**config.mk**
```make
export PLATFORM = sky130hd
export DESIGN_NAME = inst_encoder
export DESIGN_NICKNAME = d
export VERILOG_FILES = /design/src/rtl/inst_pkg.sv /design/src/rtl/imm_pack.sv /design/src/rtl/inst_encoder.sv
export SDC_FILE = /design/constraint.sdc
export NUM_CORES = 1
export LEC_CHECK = 0
export CAP_MARGIN = 20
export CORE_MARGIN = 2
export CORE_UTILIZATION = 41
export DETAILED_ROUTE_END_ITERATION = 10
export PLACE_DENSITY = 0.77
export SYNTH_ARGS = -nofsm -noshare
export SYNTH_HDL_FRONTEND = slang
export SYNTH_SLANG_ARGS = --single-unit
export TNS_END_PERCENT = 10
```
**constraint.sdc**
```tcl
create_clock -name clk -period 2.5 [get_ports clk]
set_clock_uncertainty 0.1 [all_clocks]
set_input_delay 0.75 -clock clk [delete_from_list [all_inputs] [get_ports clk]]
set_output_delay 0.75 -clock clk [all_outputs]
set_load 0.005 [all_outputs]
```
**src/rtl/inst_pkg.sv**
```systemverilog
// rtl/inst_pkg.sv - shared encoder constants, format/error codes, FSM states
// Contents:
//   FMT_*        3-bit instruction format codes (6 and 7 are illegal)
//   err_code_e   encode error codes carried on err_code
//   enc_state_e  encoder FSM states
//   OPC_*        base opcode constants
//   fits_signed  true when v[63:lsb] are all equal
package inst_pkg;

    localparam logic [2:0] FMT_R  = 3'd0;
    localparam logic [2:0] FMT_I  = 3'd1;
    localparam logic [2:0] FMT_S  = 3'd2;
    localparam logic [2:0] FMT_SB = 3'd3;
    localparam logic [2:0] FMT_U  = 3'd4;
    localparam logic [2:0] FMT_UJ = 3'd5;

    typedef enum logic [1:0] {
        ERR_NONE     = 2'd0,
        ERR_RANGE    = 2'd1,
        ERR_MISALIGN = 2'd2,
        ERR_FMT      = 2'd3
    } err_code_e;

    typedef enum logic [1:0] {
        ST_IDLE = 2'd0,
        ST_FULL = 2'd1,
        ST_ERR  = 2'd2
    } enc_state_e;

    localparam logic [6:0] OPC_OP     = 7'b0110011;
    localparam logic [6:0] OPC_OP_IMM = 7'b0010011;
    localparam logic [6:0] OPC_STORE  = 7'b0100011;
    localparam logic [6:0] OPC_BRANCH = 7'b1100011;
    localparam logic [6:0] OPC_LUI    = 7'b0110111;
    localparam logic [6:0] OPC_JAL    = 7'b1101111;

    // The value survives truncation to lsb+1 bits iff an arithmetic shift
    // by lsb leaves nothing but copies of the sign bit.
    function automatic logic fits_signed(input logic [63:0] v, input int unsigned lsb);
        logic [63:0] s;
        s = 64'($signed(v) >>> lsb);
        return (s == 64'h0) || (s == {64{1'b1}});
    endfunction

endpackage

```
**src/rtl/imm_pack.sv**
```systemverilog
// rtl/imm_pack.sv - combinational field packer and immediate checker
// Ports:
//   fmt       in   instruction format code
//   opcode, rd, rs1, rs2, funct3, funct7   in   instruction fields
//   imm       in   sign-extended immediate (UJ in halfword units)
//   inst      out  packed 32-bit instruction word
//   err_code  out  ERR_NONE when legal, else highest-priority error
module imm_pack
    import inst_pkg::*;
(
    input  logic [2:0]  fmt,
    input  logic [6:0]  opcode,
    input  logic [4:0]  rd,
    input  logic [4:0]  rs1,
    input  logic [4:0]  rs2,
    input  logic [2:0]  funct3,
    input  logic [6:0]  funct7,
    input  logic [63:0] imm,
    output logic [31:0] inst,
    output logic [1:0]  err_code
);

    // Alignment is tested before range so misaligned wins when both fail.
    always_comb begin
        inst     = 32'h0;
        err_code = ERR_NONE;
        case (fmt)
            FMT_R: begin
                inst = {funct7, rs2, rs1, funct3, rd, opcode};
            end
            FMT_I: begin
                inst = {imm[11:0], rs1, funct3, rd, opcode};
                if (!fits_signed(imm, 11)) err_code = ERR_RANGE;
            end
            FMT_S: begin
                inst = {imm[11:5], rs2, rs1, funct3, imm[4:0], opcode};
                if (!fits_signed(imm, 11)) err_code = ERR_RANGE;
            end
            FMT_SB: begin
                inst = {imm[12], imm[10:5], rs2, rs1, funct3, imm[4:1], imm[11], opcode};
                if (imm[0])                   err_code = ERR_MISALIGN;
                else if (!fits_signed(imm, 12)) err_code = ERR_RANGE;
            end
            FMT_U: begin
                inst = {imm[31:12], rd, opcode};
                if (imm[11:0] != 12'h0)       err_code = ERR_MISALIGN;
                else if (!fits_signed(imm, 31)) err_code = ERR_RANGE;
            end
            FMT_UJ: begin
                // imm already counts halfwords, so imm[0] is byte offset bit 1.
                inst = {imm[19], imm[9:0], imm[10], imm[18:11], rd, opcode};
                if (!fits_signed(imm, 19)) err_code = ERR_RANGE;
            end
            default: begin
                err_code = ERR_FMT;
            end
        endcase
    end

endmodule

```
**src/rtl/inst_encoder.sv**
```systemverilog
// rtl/inst_encoder.sv - instruction encoder with one-entry output register
// Parameters:
//   BASE_ADDR  first instruction-memory byte address written
// Ports:
//   clk, reset                 clock, synchronous active-high reset
//   in_valid/in_ready          field bundle handshake
//   in_fmt .. in_imm           field bundle
//   out_valid/out_ready        encoded word handshake
//   out_inst, out_addr         encoded word and its byte address
//   err, err_code, err_clear   sticky encode error and its clear pulse
//   count                      emitted instruction count (wraps)
module inst_encoder
    import inst_pkg::*;
#(
    parameter logic [63:0] BASE_ADDR = 64'h0
) (
    input  logic        clk,
    input  logic        reset,
    input  logic        in_valid,
    output logic        in_ready,
    input  logic [2:0]  in_fmt,
    input  logic [6:0]  in_opcode,
    input  logic [4:0]  in_rd,
    input  logic [4:0]  in_rs1,
    input  logic [4:0]  in_rs2,
    input  logic [2:0]  in_funct3,
    input  logic [6:0]  in_funct7,
    input  logic [63:0] in_imm,
    output logic        out_valid,
    input  logic        out_ready,
    output logic [31:0] out_inst,
    output logic [63:0] out_addr,
    output logic        err,
    output logic [1:0]  err_code,
    input  logic        err_clear,
    output logic [31:0] count
);

    enc_state_e  state;
    logic [31:0] pack_inst;
    logic [1:0]  pack_err;
    logic        in_fire;
    logic        out_fire;

    imm_pack u_imm_pack (
        .fmt      (in_fmt),
        .opcode   (in_opcode),
        .rd       (in_rd),
        .rs1      (in_rs1),
        .rs2      (in_rs2),
        .funct3   (in_funct3),
        .funct7   (in_funct7),
        .imm      (in_imm),
        .inst     (pack_inst),
        .err_code (pack_err)
    );

    // A full register can take a new bundle only when it is draining now.
    assign in_ready = (state == ST_IDLE) || ((state == ST_FULL) && out_ready);
    assign in_fire  = in_valid && in_ready;
    assign out_fire = out_valid && out_ready;

    always_ff @(posedge clk) begin
        if (reset) begin
            state     <= ST_IDLE;
            out_valid <= 1'b0;
            out_inst  <= 32'h0;
            out_addr  <= BASE_ADDR;
            count     <= 32'h0;
            err       <= 1'b0;
            err_code  <= ERR_NONE;
        end else begin
            // out_addr always points at the slot of the word held or next loaded,
            // so a word accepted alongside a drain lands at the advanced address.
            if (out_fire) begin
                out_addr <= out_addr + 64'd4;
                count    <= count + 32'd1;
            end
            case (state)
                ST_IDLE, ST_FULL: begin
                    if (in_fire) begin
                        if (pack_err != ERR_NONE) begin
                            state     <= ST_ERR;
                            out_valid <= 1'b0;
                            err       <= 1'b1;
                            err_code  <= pack_err;
                        end else begin
                            state     <= ST_FULL;
                            out_valid <= 1'b1;
                            out_inst  <= pack_inst;
                        end
                    end else if (out_fire) begin
                        state     <= ST_IDLE;
                        out_valid <= 1'b0;
                    end
                end
                ST_ERR: begin
                    if (err_clear) begin
                        state    <= ST_IDLE;
                        err      <= 1'b0;
                        err_code <= ERR_NONE;
                    end
                end
                default: begin
                    state     <= ST_IDLE;
                    out_valid <= 1'b0;
                end
            endcase
        end
    end

endmodule
```
Yosys cells after proc, flatten, opt, wreduce, memory -nomap -nowiden
Cells that the tools add are included.

word-level totals
  input bits = 104
  logic and storage cells = 73
  output and inout bits = 133
  flip-flop bits (word level) = 134

operators by class
  eq/ne operators = 15
  add/sub/neg operators = 2
  reduce and logical (&&, ||, !) cells = 23
  bitwise logic cells = 2
  mux-type cells = 24

operators by type and width
  operator               count
  $eq 64x64->1 const B   4
  $logic_not 64->1       4
  $pmux 32 s6            1
  $add 64x3->64 const B  1
  $add 32x1->32 const B  1
  $mux 2                 8
  $reduce_bool 12->1     1
  $mux 1                 10
  $pmux 2 s5             1
  $pmux 2 s2             2
  $eq 3x2->1 const B     2
  $eq 3x3->1 const B     2
  $ne 2x2->1 const B     3
  $logic_or 1x1->1       5
  $pmux 1 s2             2
  $reduce_and 2->1       2
  $reduce_and 4->1       1
  $reduce_bool 2->1      2
  $reduce_or 2->1        2
  $eq 3x1->1 const B     1
  $logic_and 1x1->1      3
  $logic_not 3->1        1
  $ne 3x3->1 const B     1
  $reduce_and 3->1       1
  4 further kinds        5

Logic depth before layout (Yosys ltp)
  word-level depth = 9
  mapped depth = 10
  depth with buffers taken out = 8

By module
A second synthesis with hierarchy kept.

second synthesis, totals
  cells, all modules = 886
  area, all modules = 6916.6 um^2

modules (own cells, without submodules)
  module        times used  area an instance (um^2)  cells an instance  seq. area each (um^2)
  inst_encoder  1           5788.1                   702                2642.5
  imm_pack      1           1128.6                   184                0.0

Worst setup path after synthesis
Ideal clock, no wire load.

  path type = input-to-reg
  start = in in_fmt[1]
  end = reg out_inst[19]
  library setup time = 146 ps
  slack = -143 ps
  data required time = 2254 ps
  arrival = 2397 ps
  buffers on the path = 3
  stages = 9
  cells stage by stage = buf_2 -> nor2_2 -> nand2_1 -> or4_4 -> a32o_1 -> buf_4 -> buf_4 -> a21oi_1 -> a211oi_2

on the way
  cells in the longest elaborated chain, start to end = 6
  elaborated cells on any way between the ends = 12
  classes of those cells = 5 x eq/ne; 2 x mux; 1 x bitwise; 4 x reduce/logical

ends and longest elaborated chain
  what                                             line                RTL
  start: declaration                               inst_encoder.sv:21  input logic [2:0] in_fmt,
  $eq 3x1->1 / $eq 3x2->1 (equally long branches)  imm_pack.sv:27      case (fmt)
  $reduce_or 2->1 (no line)                        n/a
  $pmux 2 s5                                       imm_pack.sv:27
  $reduce_bool 2->1                                inst_encoder.sv:82  if (pack_err != ERR_NONE) begin
  $not 1->1 (no line)                              n/a
  $reduce_and 3->1 (no line)                       n/a
  end signal: assignment                           inst_encoder.sv:90  out_inst <= pack_inst;
  end: declaration                                 inst_encoder.sv:31  output logic [31:0] out_inst,

Several ways; a longest one is shown, not always the timed one.
A chain may end at the register's enable or synchronous reset.

Worst setup path after layout
  start = in in_imm[22]
  end = reg out_inst[28]

on the way
  cells in the longest elaborated chain, start to end = 8
  elaborated cells on any way between the ends = 17
  classes of those cells = 3 x eq/ne; 5 x mux; 1 x bitwise; 8 x reduce/logical

ends and longest elaborated chain
  what                                                     line                RTL
  start: declaration                                       inst_encoder.sv:28  input logic [63:0] in_imm,
  $eq 64x64->1 / $logic_not 64->1 (equally long branches)  inst_pkg.sv:42      return (s == 64'h0) || (s == {64{1'b1}});
  $logic_or 1x1->1                                         inst_pkg.sv:42
  $mux 1                                                   imm_pack.sv:42      else if (!fits_signed(imm, 12)) err_code = ERR_RANGE;
  $mux 2                                                   imm_pack.sv:41      if (imm[0]) err_code = ERR_MISALIGN;
  $pmux 2 s5 *                                             imm_pack.sv:27
  $reduce_bool 2->1 *                                      inst_encoder.sv:82
  $not 1->1 (no line) *                                    n/a
  $reduce_and 3->1 (no line) *                             n/a

Every way passes the cells marked *; elsewhere a longest branch is shown, timed or not.

==> results.cfg <==
[routing]
wl_per_cell_um = 16.7
drt_iter0_drc = 393
wirelength_um = 22500
drt_first_pass_iters = 7
postRouteAntennaNets = 0
dr_total_vias = 7241
viasPerCell = 5.37
drc = 0

[setup_path]
required_ps = 2680
worst-endpoint-arrival_ps = 2710
end_kind = flip-flop
critical_path_class = in2reg
cp_max_fo = 6
start_kind = input pin

[layout]
finish.instance_area_um2 = 11000
layout-drive-gt1-share_pct = 27.4
nets = 1220
syn2layout_area_growth_pct = 61.8

[timing]
setup_viol = 12
setup_ws_ps = -34.3
max_freq_ghz = 0.395
tns_ps = -338
max_slew_margin_pct = 56.8
final-hold-violation-count = 0
finalCritPeriodShare_pct = 101
period_minus_slack_ps = 2530
finalMaxSlewViolations = 0
rsz0062_at_grt = true
max_slew.worst_pin.slew_ps = 649

[global_route]
grt_pass1_vias = 6898
grt_pass1_wl_um = 35400
grt_usage_pct = 24.9
grt_max_degree = 59
overflow = 0
antenna_found_initial = 1

[clocking]
clockBufferDepth = 2
worstSkewPairLatency_ps = 420
cts.clk_slew.worst_paths_ps = 60
cts_buffers = 17
cts_tree = yes
cts.htree.levels = 4
cts.sinks = 132
cts-root-buf = clkbuf_16

[placed_design]
gp_congestion = 0.919
placed_area_um2 = 10100
hpwlAfterDp_um = 15800
port_buffers = 234

[synthesis]
synth_top_area_share_pct = 38.7
syn_inst = 796
ys_top_cells_by_area = dfxtp_1 39%, xor2_1 6.8%, nor2_1 5.6%, a21oi_1 5.0%, xnor2_1 3.6%
syn_area_um2 = 6830
synth_seq_cells = 132
synth_ff_type = dfxtp_1
seq_area_frac_synth_pct = 38.7
yosys-top-cells-count = 132 x dfxtp_1, 101 x nor2_1, 68 x a21oi_1
yosys.area.top_type = dfxtp_1
synth_cell_types = 62
yosysWarnings = 0
synth.most_common_cell = dfxtp_1
synth-async-reset-ratio_pct = 0
synth-edff-count = 0
synth_area_per_cell_um2 = 8.57

[die]
start_util_pct = 41.6
die_area_um2 = 17700
io_pins = 237
chipHeight_um = 133
core_um2 = 16400
die_w_um = 133
num_rows = 47

[run]
maxCapViolations = 0

[pwr]
ir_drop_mv = 0.502
power_density_nw_per_um2 = 511
leakagePower_nw = 4.08

[worst_hold_path]
hold_path_class = reg2reg

[status]
status = finished with violations
violations = setup timing
-- registers in the layout, summed over array words and instances (netlist names) --
signal	count
out_addr	62
state	2
count	32
out_inst	32
err_code	2
out_valid	1
err	1
-- routing by layer --
layer | GRT usage, % | share of wire [%] | up-vias
li1 | - | - | 3505
met4 | 8.84 | 2.2 | 0
met5 | 0 | 0 | -
met3 | 5.40 | 6.6 | 36
met1 | 31.4 | 41 | 3454
met2 | 41.9 | 50 | 246
-- power breakdown --
group / internal, W / total [W] / switching (W)
registers: 0.00214 / 0.00217 / 0.0000309
clock network: 0.00179 / 0.00273 / 0.000938
logic: 0.000394 / 0.000744 / 0.000350
total: 0.00433 / 0.00565 / 0.00132
-- stage by stage --
| step | power [W] | hold WS (ps) | cells | setup slack [ps] | utilization (%) |
|---|---|---|---|---|---|
| finish | 0.00565 | 358 | 1348 | -34.3 | 67.3 |
| detailed placement | 0.00289 | 353 | 1299 | -895 | 61.3 |
| floorplan | 0.00249 | 348 | 797 | -76.3 | - |
| CTS | 0.00565 | 361 | 1347 | 0.0520 | 66.8 |
| global placement | 0.00289 | 353 | 1299 | -880 | 61.3 |
| global route | 0.00584 | 377 | 1348 | -129 | 67.3 |
-- cells by family (layout without fill, tap and decap cells) --
kind of cell	count (synthesis)	count (layout)	share of synthesized area (%)
XOR/XNOR	81	81	10.4
AO/OA/AOI/OAI	151	152	14.8
adder cells (fa/ha/maj)	2	2	0.367
multiplexers	18	18	2.97
buffers and inverters	56	385	4.12
flip-flops	132	132	38.7
AND/OR/NAND/NOR	355	355	28.6
other	1	3	0.0549
-- worst paths after layout --
kind	depth (start not counted)	to	start	slack, ps
hold / removal	2	out_inst[5]	out_inst[5]	360
setup reg to reg	8	out_addr[58]	out_addr[2]	160
setup / recovery	10	out_inst[28]	in_imm[22]	-30
hold reg to reg	2	out_inst[5]	out_inst[5]	360
-- worst max-delay path: stages --
cell and delay (ps):
clkdlybuf4s15_1 210, nor4_2 310, nand3_2 170, nor4_2 260, o211a_1 230, o211ai_1 170, nor2_4 270, buf_12 150
buf_16 120, a211oi_2 60
-- area by class of cell --
| class | instances | area, um2 |
|---|---|---|
| diodes | 1 | 2.50 |
| clock buffers | 19 | 443 |
| clock inverters | 13 | 205 |
| fillers | 1279 | 5370 |
| inverters | 15 | 56.3 |
| multi-input cells | 610 | 4280 |
| flip-flops and latches | 132 | 2640 |
| well taps | 220 | 275 |
| repair buffers | 338 | 3140 |
-- placed cells by master, fill, tap and decap left out, types with 12 or more instances in the layout --
cell | netlist | routed
nor2_1 | 101 | 100
xnor2_1 | 28 | 28
nand2_1 | 62 | 62
o21ai_0 | 31 | 23
clkdlybuf4s50_1 | 0 | 164
nand4_1 | 37 | 37
inv_1 | 15 | 15
mux2_2 | 18 | 18
dfxtp_1 | 132 | 132
nand3_1 | 38 | 34
clkbuf_16 | 0 | 17
buf_2 | 8 | 20
buf_4 | 7 | 94
xor2_1 | 53 | 53
and4_1 | 13 | 13
nor2b_1 | 14 | 14
clkbuf_2 | 0 | 12
a21oi_1 | 68 | 52
a211oi_2 | 13 | 15
a21oi_2 | 0 | 15
buf_6 | 2 | 16
dlygate4sd2_1 | 0 | 12
-- repair_timing --
| item | 4_1_cts | 5_1_grt |
|---|---|---|
| hold endpoints to repair | 0 | 0 |
| buffers inserted | 11 | 1 |
| gates cloned | 5 | 0 |
| endpoints found under the setup margin | 66 | 37 |
| resized for setup | 238 | 67 |
| hold buffers | 0 | 0 |
| pin swaps | 33 | 36 |
Power figures use the tool's default switching activity.
